[config.mk]
export PLATFORM = sky130hd
export DESIGN_NAME = wb_arbiter_rr
export DESIGN_NICKNAME = d
export VERILOG_FILES = /design/src/rtl/wb_arb_pkg.sv /design/src/rtl/wb_arb_timeout.sv /design/src/rtl/wb_arbiter_rr.sv
export SDC_FILE = /design/constraint.sdc
export NUM_CORES = 1
export LEC_CHECK = 0
export ABC_AREA = 1
export CORE_AREA = 2 2 123 125
export DETAILED_ROUTE_END_ITERATION = 10
export DIE_AREA = 0 0 125 127
export SLEW_MARGIN = 10
export SYNTH_ARGS = -nofsm -noshare
export SYNTH_HDL_FRONTEND = slang
export SYNTH_SLANG_ARGS = --single-unit
[constraint.sdc]
create_clock -name clk_i -period 2.97 [get_ports clk_i]
set_clock_uncertainty 0.2 [all_clocks]
set_input_delay 0.594 -clock clk_i [delete_from_list [all_inputs] [get_ports clk_i]]
set_output_delay 0.594 -clock clk_i [all_outputs]
set_load 0.005 [all_outputs]
[src/rtl/wb_arb_pkg.sv]
// Shared definitions for the two-master round-robin Wishbone arbiter.
// Holds the ownership state encoding, the stall-counter width used when
// the optional WB_ARB_TIMEOUT_EN build is selected, and a small helper
// that turns a state into the one-hot grant vector.
package wb_arb_pkg;

    localparam int TMO_CNT_W = 16;

    typedef enum logic [1:0] {
        IDLE = 2'd0,
        OWN0 = 2'd1,
        OWN1 = 2'd2
    } arb_state_e;

    function automatic logic [1:0] grant_of(input arb_state_e st);
        logic [1:0] g;
        g = 2'b00;
        if (st == OWN0) g = 2'b01;
        if (st == OWN1) g = 2'b10;
        return g;
    endfunction

endpackage

[src/rtl/wb_arb_timeout.sv]
// Stall watchdog for the arbiter's current owner (built only with
// WB_ARB_TIMEOUT_EN). Counts cycles where the slave sees a strobe but
// answers with neither ack nor err; when the count reaches the limit a
// single-cycle timeout pulse is raised and the count restarts.
module wb_arb_timeout
    import wb_arb_pkg::*;
#(
    parameter int unsigned TIMEOUT_CYCLES = 255
) (
    input  logic clk_i,
    input  logic rst_i,
    input  logic stall_i,
    input  logic clear_i,
    output logic tmo_o
);

    localparam logic [TMO_CNT_W-1:0] LIMIT = TMO_CNT_W'(TIMEOUT_CYCLES);

    logic [TMO_CNT_W-1:0] cnt_q;

    assign tmo_o = (cnt_q == LIMIT);

    // Stall counter: restarts after a timeout pulse, on any slave response,
    // or whenever no master owns the bus.
    always_ff @(posedge clk_i) begin
        if (rst_i) begin
            cnt_q <= '0;
        end else if (tmo_o || clear_i) begin
            cnt_q <= '0;
        end else if (stall_i) begin
            cnt_q <= cnt_q + 1'b1;
        end
    end

endmodule

[src/rtl/wb_arbiter_rr.sv]
// Two-master round-robin Wishbone arbiter in front of one shared slave.
// Ownership is a registered state; the winning master's bus fields are
// passed combinationally to the slave while it owns the bus. A master
// keeps the bus for as long as it holds cyc, and one idle cycle always
// separates consecutive grants.
// Optional build macro WB_ARB_TIMEOUT_EN adds a stall watchdog that
// pulses err to the owner after TIMEOUT_CYCLES unanswered strobe cycles.
//
// state | meaning
// ------+--------------------------------------------------------------
// IDLE  | no owner, slave outputs forced low, arbitration on m_cyc_i
// OWN0  | master 0 owns the slave until it drops m_cyc_i[0]
// OWN1  | master 1 owns the slave until it drops m_cyc_i[1]
module wb_arbiter_rr
    import wb_arb_pkg::*;
#(
    parameter int AW             = 32,
    parameter int DW             = 32,
    parameter int TIMEOUT_CYCLES = 255
) (
    input  logic                  clk_i,
    input  logic                  rst_i,
    input  logic [1:0]            m_cyc_i,
    input  logic [1:0]            m_stb_i,
    input  logic [1:0]            m_we_i,
    input  logic [2*AW-1:0]       m_adr_i,
    input  logic [2*DW-1:0]       m_dat_i,
    input  logic [2*(DW/8)-1:0]   m_sel_i,
    output logic [2*DW-1:0]       m_dat_o,
    output logic [1:0]            m_ack_o,
    output logic [1:0]            m_err_o,
    output logic                  s_cyc_o,
    output logic                  s_stb_o,
    output logic                  s_we_o,
    output logic [AW-1:0]         s_adr_o,
    output logic [DW-1:0]         s_dat_o,
    output logic [DW/8-1:0]       s_sel_o,
    input  logic [DW-1:0]         s_dat_i,
    input  logic                  s_ack_i,
    input  logic                  s_err_i,
    output logic [1:0]            grant_o
);

    localparam int SW = DW / 8;

    arb_state_e state_q;
    arb_state_e state_d;
    // Last master that was granted; on a tie the other one wins.
    logic       last_q;
    logic       own0;
    logic       own1;
    logic       tmo;

    assign own0    = (state_q == OWN0);
    assign own1    = (state_q == OWN1);
    assign grant_o = grant_of(state_q);

    // Next-owner decision: arbitrate only from IDLE, release on cyc drop.
    always_comb begin
        state_d = state_q;
        case (state_q)
            IDLE: begin
                case (m_cyc_i)
                    2'b01:   state_d = OWN0;
                    2'b10:   state_d = OWN1;
                    2'b11:   state_d = last_q ? OWN0 : OWN1;
                    default: state_d = IDLE;
                endcase
            end
            OWN0:    if (!m_cyc_i[0]) state_d = IDLE;
            OWN1:    if (!m_cyc_i[1]) state_d = IDLE;
            default: state_d = IDLE;
        endcase
    end

    // Ownership register and round-robin pointer.
    always_ff @(posedge clk_i) begin
        if (rst_i) begin
            state_q <= IDLE;
            last_q  <= 1'b1;
        end else begin
            state_q <= state_d;
            if (state_q == IDLE && state_d == OWN0) last_q <= 1'b0;
            if (state_q == IDLE && state_d == OWN1) last_q <= 1'b1;
        end
    end

    // Slave-side mux: the owner's fields pass straight through, idle drives zero.
    always_comb begin
        s_cyc_o = 1'b0;
        s_stb_o = 1'b0;
        s_we_o  = 1'b0;
        s_adr_o = '0;
        s_dat_o = '0;
        s_sel_o = '0;
        case (state_q)
            OWN0: begin
                s_cyc_o = m_cyc_i[0];
                s_stb_o = m_stb_i[0] & m_cyc_i[0];
                s_we_o  = m_we_i[0];
                s_adr_o = m_adr_i[0 +: AW];
                s_dat_o = m_dat_i[0 +: DW];
                s_sel_o = m_sel_i[0 +: SW];
            end
            OWN1: begin
                s_cyc_o = m_cyc_i[1];
                s_stb_o = m_stb_i[1] & m_cyc_i[1];
                s_we_o  = m_we_i[1];
                s_adr_o = m_adr_i[AW +: AW];
                s_dat_o = m_dat_i[DW +: DW];
                s_sel_o = m_sel_i[SW +: SW];
            end
            default: ;
        endcase
    end

    // Master-side return path: only the owner sees read data and responses.
    always_comb begin
        m_dat_o = '0;
        if (own0) m_dat_o[0 +: DW]  = s_dat_i;
        if (own1) m_dat_o[DW +: DW] = s_dat_i;
    end

`ifdef WB_ARB_TIMEOUT_EN
    wb_arb_timeout #(
        .TIMEOUT_CYCLES (TIMEOUT_CYCLES)
    ) u_timeout (
        .clk_i   (clk_i),
        .rst_i   (rst_i),
        .stall_i (s_stb_o & ~s_ack_i & ~s_err_i),
        .clear_i (s_ack_i | s_err_i | (state_q == IDLE)),
        .tmo_o   (tmo)
    );
`else
    assign tmo = 1'b0;
`endif

    assign m_ack_o = {own1 & s_ack_i, own0 & s_ack_i};
    assign m_err_o = {own1 & (s_err_i | tmo), own0 & (s_err_i | tmo)};

endmodule

* Word-level counts from Yosys, hierarchy flattened *
Index checks and enable logic that the tools add are counted.

storage, ports and cells
  bits of input ports = 178
  bits in registers = 3
  output and inout port bits = 141
  word-level logic and storage cells = 34

cells by class
  reductions and logical operators = 4
  multiplexer cells = 15
  eq/ne operators = 7
  bitwise logic cells = 6

operators with widths
  cell                                                                    number
  32-bit case mux with 2 select lines                                     2
  32-bit two-way mux                                                      2
  2-bit case mux with 3 select lines                                      2
  2-bit equality test (second input constant)                             4
  2-bit two-way mux                                                       4
  4-bit case mux with 2 select lines                                      1
  1-bit bitwise AND                                                       6
  2-bit by 1-bit equality test with 1-bit output (second input constant)  3
  1-bit case mux with 2 select lines                                      3
  1-bit logical AND                                                       2
  2-bit logical NOT                                                       1
  2-bit OR reduction                                                      1
  1-bit two-way mux                                                       1

* Depth between registers and ports, before layout *
Gate-level depths: netlist (run 1).

  depth in word-level cells = 6
  gate-level depth with buffers = 11
  mapped depth without buffers = 10

* Worst setup path before layout (run 1) *
Ideal clock, no wire load.

  path type = reg2out
  start point = reg state_q[1]
  end point = out m_dat_o[10]
  required time = 2.176 ns
  stages on the path, launching flop included = 8
  buffers on the path = 3
  slack = 1.018 ns
  arrival = 1.158 ns
  path through = dfxtp_1 inv_1 ha_1 buf_4 buf_6 buf_2 nand2_1 inv_1

on the way
  longest elaborated chain between the ends = 2

RTL lines
  element                                         line                  source
  start, declared                                 wb_arbiter_rr.sv:46   arb_state_e state_q;
  start signal, assigned                          wb_arbiter_rr.sv:82   state_q <= state_d;
  2-bit by 1-bit equality test with 1-bit output  wb_arbiter_rr.sv:54   assign own0 = (state_q == OWN0);
  32-bit two-way mux                              wb_arbiter_rr.sv:120  if (own0) m_dat_o[0 +: DW] = s_dat_i;
  end, declared                                   wb_arbiter_rr.sv:29   output logic [2*DW-1:0] m_dat_o,

Every way passes these cells.

* Worst setup path after layout (run 1) *
  start point = reg state_q[0]
  end point = out s_adr_o[22]

on the way
  longest elaborated chain between the ends = 2
  elaborated cells between the ends (all ways) = 3
  classes of those cells = eq/ne: 2; mux: 1

RTL lines
  element                                                                                       line                 source
  2-bit equality test / 2-bit by 1-bit equality test with 1-bit output (equally long branches)  wb_arbiter_rr.sv:96  case (state_q)
  32-bit case mux with 2 select lines (*)                                                       wb_arbiter_rr.sv:96
  end, declared                                                                                 wb_arbiter_rr.sv:35  output logic [AW-1:0] s_adr_o,

Mark *: on every way between the ends. The rest lies on a longest branch, timed or not.

==> results.sh, run 1 <==
export IMPL_wire_per_inst_um=12.60
export IMPL_timing_final_ws_setup_ns=0.1631
export IMPL_die_h_um=127
export IMPL_fin_nets=900
export IMPL_drt_iter0_drc=130
export IMPL_dr_pass1_iters=4
export IMPL_yosysUniqueCellTypes=14
export IMPL_ctsHoldBuffers=0
export IMPL_setup_violations=0
export IMPL_max_clock_path_buffers=2
export IMPL_cap_viol_max_count=0
export IMPL_worst_ep_arrival_time_ns=2.01
export IMPL_tightest_slew_ns=0.2492
export IMPL_p_leak_nw=2.309
export IMPL_antenna_found_initial=0
export IMPL_grt_pass1_wl_mm=17.47
export IMPL_r2r_cells=10
export IMPL_die_w_um=125
export IMPL_tritoncts="yes"
export IMPL_grt_pass1_vias=3261
export IMPL_cts_sinks=3
export IMPL_vdd_ir_drop_max_mv=0.1763
export IMPL_crit_path_max_fanout=36
export IMPL_core_area_sq_um=14420
export IMPL_port_buffer_count=318
export IMPL_ys_seq_area_share_pct=3.290
export IMPL_dieArea_sq_um=15880
export IMPL_path_cells="buf_4 -> ha_4 -> buf_12 -> buf_4 -> nand2_1 -> a21oi_1 -> clkdlybuf4s50_1"
export IMPL_viasPerCell=3.795
export IMPL_synth_area_sq_um=1826
export IMPL_vias=3419
export IMPL_syn_area_per_cell_sq_um=4.409
export IMPL_p_per_area_nw_per_um2=185.8
export IMPL_grt_ovfl_total=0
export IMPL_yosysWarningCount=0
export IMPL_slowest_delay_ns=0.54
export IMPL_grtUsageTotal_pct=13.23
export IMPL_holdPathStages=2
export IMPL_area_growth_pct=190.5
export IMPL_cts_buffers=3
export IMPL_ant_nets=0
export IMPL_start_util_pct=12.66
export IMPL_period_share_pct=94.51
export IMPL_slowest_stage="clkdlybuf4s50_1"
export IMPL_crit_type="reg -> out"
export IMPL_netlist_instances=414
export IMPL_routed_wl_mm=11.36
export IMPL_worst_setup_path_start_kind="flop"
export IMPL_ioPinCount=319
export IMPL_endpoint_kind="primary output"
export IMPL_drc=0
export IMPL_final_min_clock_period_ns=2.807
export IMPL_row_count=44
export IMPL_clk_latency_ns=0.23
export IMPL_setup_tns_ns=0
export IMPL_rsz0062_at_grt="false"
export IMPL_ctsRootBufferMaster="clkbuf_16"
export IMPL_worstHoldPathType="reg -> reg"
export IMPL_maxSlewViolCount=0
export IMPL_status="complete, no violations"
export IMPL_hold_viol=0
export IMPL_n_antenna_cell=0
export IMPL_grt_start_max_net_pins=51
export IMPL_synth_nets=596
export IMPL_drive_above_1_share_pct=3.208
export IMPL_required_ns=2.18
export IMPL_cpMostUsedCell="buf_4"
export IMPL_max_slew_margin_pct=83.39
export IMPL_place_ws_ns=0.1699
export IMPL_post_dp_hpwl_mm=9.477
export IMPL_clkTransAtPathRegs_ns=0.03
export IMPL_synth_seq_cells=3
export IMPL_gp_congestion=0.7256
export IMPL_h_tree_depth=1
export IMPL_maxClockFrequency_ghz=0.3563
[cell usage in the layout, fill, tap and decap left out, types with 3 or more instances in the layout]
master,Yosys,routed
clkdlybuf4s50_1,0,318
nand2_1,216,216
inv_1,73,73
a21oi_1,71,71
buf_4,5,8
nand3_1,5,5
buf_12,0,5
nand2_2,4,4
nor2_1,4,4
clkbuf_16,0,3
dfxtp_1,3,3
[final cells by class]
| class | instances | area (sq um) |
|---|---|---|
| Inverter | 74 | 280.3 |
| Clock buffer | 4 | 78.83 |
| Tap cell | 184 | 230.2 |
| Timing Repair Buffer | 331 | 3343 |
| Fill cell | 1550 | 9120 |
| Multi-Input combinational cell | 305 | 1311 |
| Sequential cell | 3 | 60.06 |
[synthesized netlist by cell type]
| library cell | instances | area share, % |
|---|---|---|
| nand3_1 | 5 | 1.4 |
| buf_6 | 6 | 3.7 |
| inv_1 | 73 | 15 |
| nand2_2 | 4 | 1.4 |
| nor2_1 | 4 | 0.82 |
| clkbuf_1 | 7 | 1.4 |
| o21ai_1 | 1 | 0.27 |
| ha_1 | 4 | 2.7 |
| buf_4 | 5 | 2.1 |
| inv_2 | 1 | 0.21 |
| dfxtp_1 | 3 | 3.3 |
| a21oi_1 | 71 | 19 |
| nand2_1 | 216 | 44 |
| buf_2 | 14 | 3.8 |
[critical path, delay by kind of cell, from the launching register on]
| family | cells | cell delay [ns] |
|---|---|---|
| buffers and inverters | 4 | 1.08 |
| adders and majority gates | 1 | 0.16 |
| and+or+nand+nor | 1 | 0.07 |
| DFF | 1 | 0.33 |
| AOI/OAI and AO/OA | 1 | 0.13 |
[kinds of logic (layout without fill, tap and decap cells)]
logic type,count (synthesis),in the layout,synth area share (%)
buffers and inverters,106,409,26.25
AO/OA/AOI/OAI,72,72,19.74
flip-flops,3,3,3.290
adder cells (fa/ha/maj),4,4,2.742
AND/OR/NAND/NOR,229,229,47.98
[state kept, by name, indices dropped and copies added, names as in the netlist]
signal   count
state_q      2
last_q       1
[power by group]
part           total, mW  switching (mW)  leakage [nW]  internal [mW]
clock              0.221          0.0430        0.0382          0.178
sequential        0.0475         0.00267        0.0247         0.0448
combinational      0.717           0.284          2.25          0.433
total              0.985           0.329          2.31          0.656
[per-stage QoR]
stage	instances	area (sq um)	utilization, %	power, mW	hold WS (ns)
2_1_floorplan	414	1826	-	0.2896	0.2521
3_3_place_gp	897	5223	36.21	0.7738	0.2864
3_5_place_dp	897	5223	36.21	0.7722	0.2964
4_1_cts	901	5301	36.75	1.000	0.3004
5_1_grt	901	5304	36.77	1.064	0.3295
6_report	901	5304	36.77	0.9854	0.2938
[repair_timing]
item,4_1_cts,5_1_grt
setup buffers,0,0
endpoints found under the setup margin,0,46
gates resized for setup,0,2
[layer usage]
metal	vias to the layer above	GRT usage [%]	share of wire (%)	wire, um
li1	1823	-	-	-
met1	1413	16.01	40	4591
met2	180	24.20	50	5653
met3	3	3.769	9.5	1082
met4	0	1.176	0.25	28
met5	-	0	0	0
[final timing paths]
path / from / endpoint / slack (ns)
max: state_q[0] / s_adr_o[22] / 0.16
min: last_q / last_q / 0.29
max reg2reg: state_q[0] / last_q / 1.27
min reg2reg: last_q / last_q / 0.29
Note: power is estimated with default switching activity, not from simulation.
==> inputs of run 2 (changes only) <==
--- a/config.mk
+++ b/config.mk
@@ -6,9 +6,11 @@
 export NUM_CORES = 1
 export LEC_CHECK = 0
 export ABC_AREA = 1
+export CAP_MARGIN = 30
 export CORE_AREA = 2 2 123 125
 export DETAILED_ROUTE_END_ITERATION = 10
 export DIE_AREA = 0 0 125 127
+export SETUP_SLACK_MARGIN = 0.5
 export SLEW_MARGIN = 10
 export SYNTH_ARGS = -nofsm -noshare
 export SYNTH_HDL_FRONTEND = slang
==> run 2 against run 1 <==
Compared with the run above:
- worst hold slack better by 0.00075 ns
- utilization up 5.4 points
- sequential share of layout area down 0.10 points
- cell area up 15%
- global-route usage up 3.5 points
- clock power about the same
- via count up 11%
- clock-buffer cell count unchanged
- total power up 25%
- largest cell class unchanged
==> results.sh, run 2 (synthesized netlist as in run 1, its figures left out) <==
export IMPL_status="complete, no violations"
export IMPL_antenna_found_initial=0
export IMPL_tightest_slew_ns=0.2354
export IMPL_power_share_sequential_pct=4.0
export IMPL_cts_sinks=3
export IMPL_worst_setup_path_start_kind="flop"
export IMPL_hold_viol=0
export IMPL_dieArea_sq_um=15880
export IMPL_tritoncts="yes"
export IMPL_h_tree_depth=1
export IMPL_grt_pass1_vias=3706
export IMPL_ctsHoldBuffers=0
export IMPL_required_ns=2.18
export IMPL_port_buffer_count=318
export IMPL_area_growth_pct=233.0
export IMPL_grtUsageTotal_pct=16.74
export IMPL_drt_iter0_drc=93
export IMPL_dr_pass1_iters=4
export IMPL_rsz0062_at_grt="true"
export IMPL_combinationalPowerShare_pct=78.3
export IMPL_max_clock_path_buffers=2
export IMPL_regMostFlops="state_q"
export IMPL_cap_viol_max_count=0
export IMPL_fin_nets=961
export IMPL_n_antenna_cell=0
export IMPL_gp_congestion=0.7256
export IMPL_grt_pass1_wl_mm=21.04
export IMPL_regArea_sq_um=62.56
export IMPL_endpoint_kind="primary output"
export IMPL_layout_commonest_cell="nand2_1"
export IMPL_largest_register_ffs=2
export IMPL_maxClockFrequency_ghz=0.3795
export IMPL_p_per_area_nw_per_um2=202.6
export IMPL_grt_ovfl_total=0
export IMPL_switching_share_pct=35.00
export IMPL_largest_registers="state_q x2, last_q x1"
export IMPL_postPlaceCellArea_sq_um=5223
export IMPL_vias=3801
export IMPL_worstHoldPathType="reg -> reg"
export IMPL_crit_type="reg -> out"
export IMPL_clk_latency_ns=0.23
export IMPL_post_route_util_pct=42.15
export IMPL_ctsRootBufferMaster="clkbuf_16"
export IMPL_drive_above_1_share_pct=25.58
export IMPL_ant_nets=0
export IMPL_layout_common_cells="199 x nand2_1, 172 x clkdlybuf4s50_1, 71 x inv_1, 62 x dlygate4sd2_1, 47 x clkbuf_2"
export IMPL_clkTransAtPathRegs_ns=0.03
export IMPL_p_clk_share_pct=17.8
export IMPL_setup_tns_ns=0
export IMPL_fill_cells=1518
export IMPL_start_util_pct=12.66
export IMPL_period_share_pct=88.73
export IMPL_drc=0
export IMPL_setup_violations=0
export IMPL_design_area_sq_um=6080
export IMPL_post_dp_hpwl_mm=9.477
export IMPL_core_area_sq_um=14420
export IMPL_wire_per_inst_um=15.29
export IMPL_cts_buffers=3
export IMPL_p_int_mw=0.8008
export IMPL_routed_wl_mm=14.71
export IMPL_max_slew_margin_pct=84.30
export IMPL_ioPinCount=319
export IMPL_viasPerCell=3.951
export IMPL_p_sw_mw=0.4313
export IMPL_maxSlewViolCount=0
export IMPL_worst_ep_arrival_time_ns=1.84
export IMPL_die_h_um=127
export IMPL_grt_start_max_net_pins=25
export IMPL_row_count=44
export IMPL_p_leak_nw=3.441
export IMPL_hold_ws_ns=0.2945
export IMPL_die_w_um=125
export IMPL_final_min_clock_period_ns=2.635
export IMPL_crit_path_max_fanout=10
export IMPL_multiInputGateArea_sq_um=1480
export IMPL_vdd_ir_drop_max_mv=0.1777
## run 2: what timing repair did
item,CTS,global route
cloned,14,2
setup endpoints to repair,139,89
pin swaps,1,14
setup buffers,26,19
resized for setup,178,212
## run 2: worst max-delay path, stage by stage (launching register included)
cell and delay (ns):
dfxtp_2 0.33, buf_6 0.10, ha_4 0.19, bufbuf_16 0.29
nand2_1 0.07, a21oi_1 0.12, clkdlybuf4s50_1 0.51
## run 2: final timing paths
check / from / endpoint / slack [ns] / cells past startpoint
worst max register to register: state_q[0] / last_q / 1.15 / 13
worst min register to register: last_q / last_q / 0.29 / 2
worst max-delay path: state_q[1] / s_adr_o[21] / 0.33 / 6
worst min-delay path: last_q / last_q / 0.29 / 2
## run 2: final cells by class
type | count | area share (%)
repair buffers | 392 | 64.85
multi-input cells | 305 | 24.35
inverters | 74 | 4.692
well taps | 184 | 3.787
clock buffers | 4 | 1.297
flip-flops and latches | 3 | 1.029
## run 2: metal layers
layer,share of wire [%],GRT usage (%)
met1,40,19.64
met4,1.1,2.418
met5,0,0
met3,7.3,4.020
met2,51,31.52
## run 2: power by group through the flow
| stage | combinational, mW | clock, mW | sequential, mW |
|---|---|---|---|
| floorplan | 0.241 | 0 | 0.0483 |
| global placement | 0.726 | 0 | 0.0479 |
| detailed placement | 0.724 | 0 | 0.0481 |
| CTS | 0.912 | 0.224 | 0.0489 |
| global route | 1.04 | 0.226 | 0.0493 |
| finish | 0.964 | 0.219 | 0.0487 |
## run 2: through the flow
step	std cells	setup slack, ns	power [mW]
2_1_floorplan	414	1.018	0.2896
3_3_place_gp	897	0.1474	0.7738
3_5_place_dp	897	0.1699	0.7722
4_1_cts	941	0.2749	1.185
5_1_grt	962	0.2230	1.316
6_report	962	0.3348	1.232
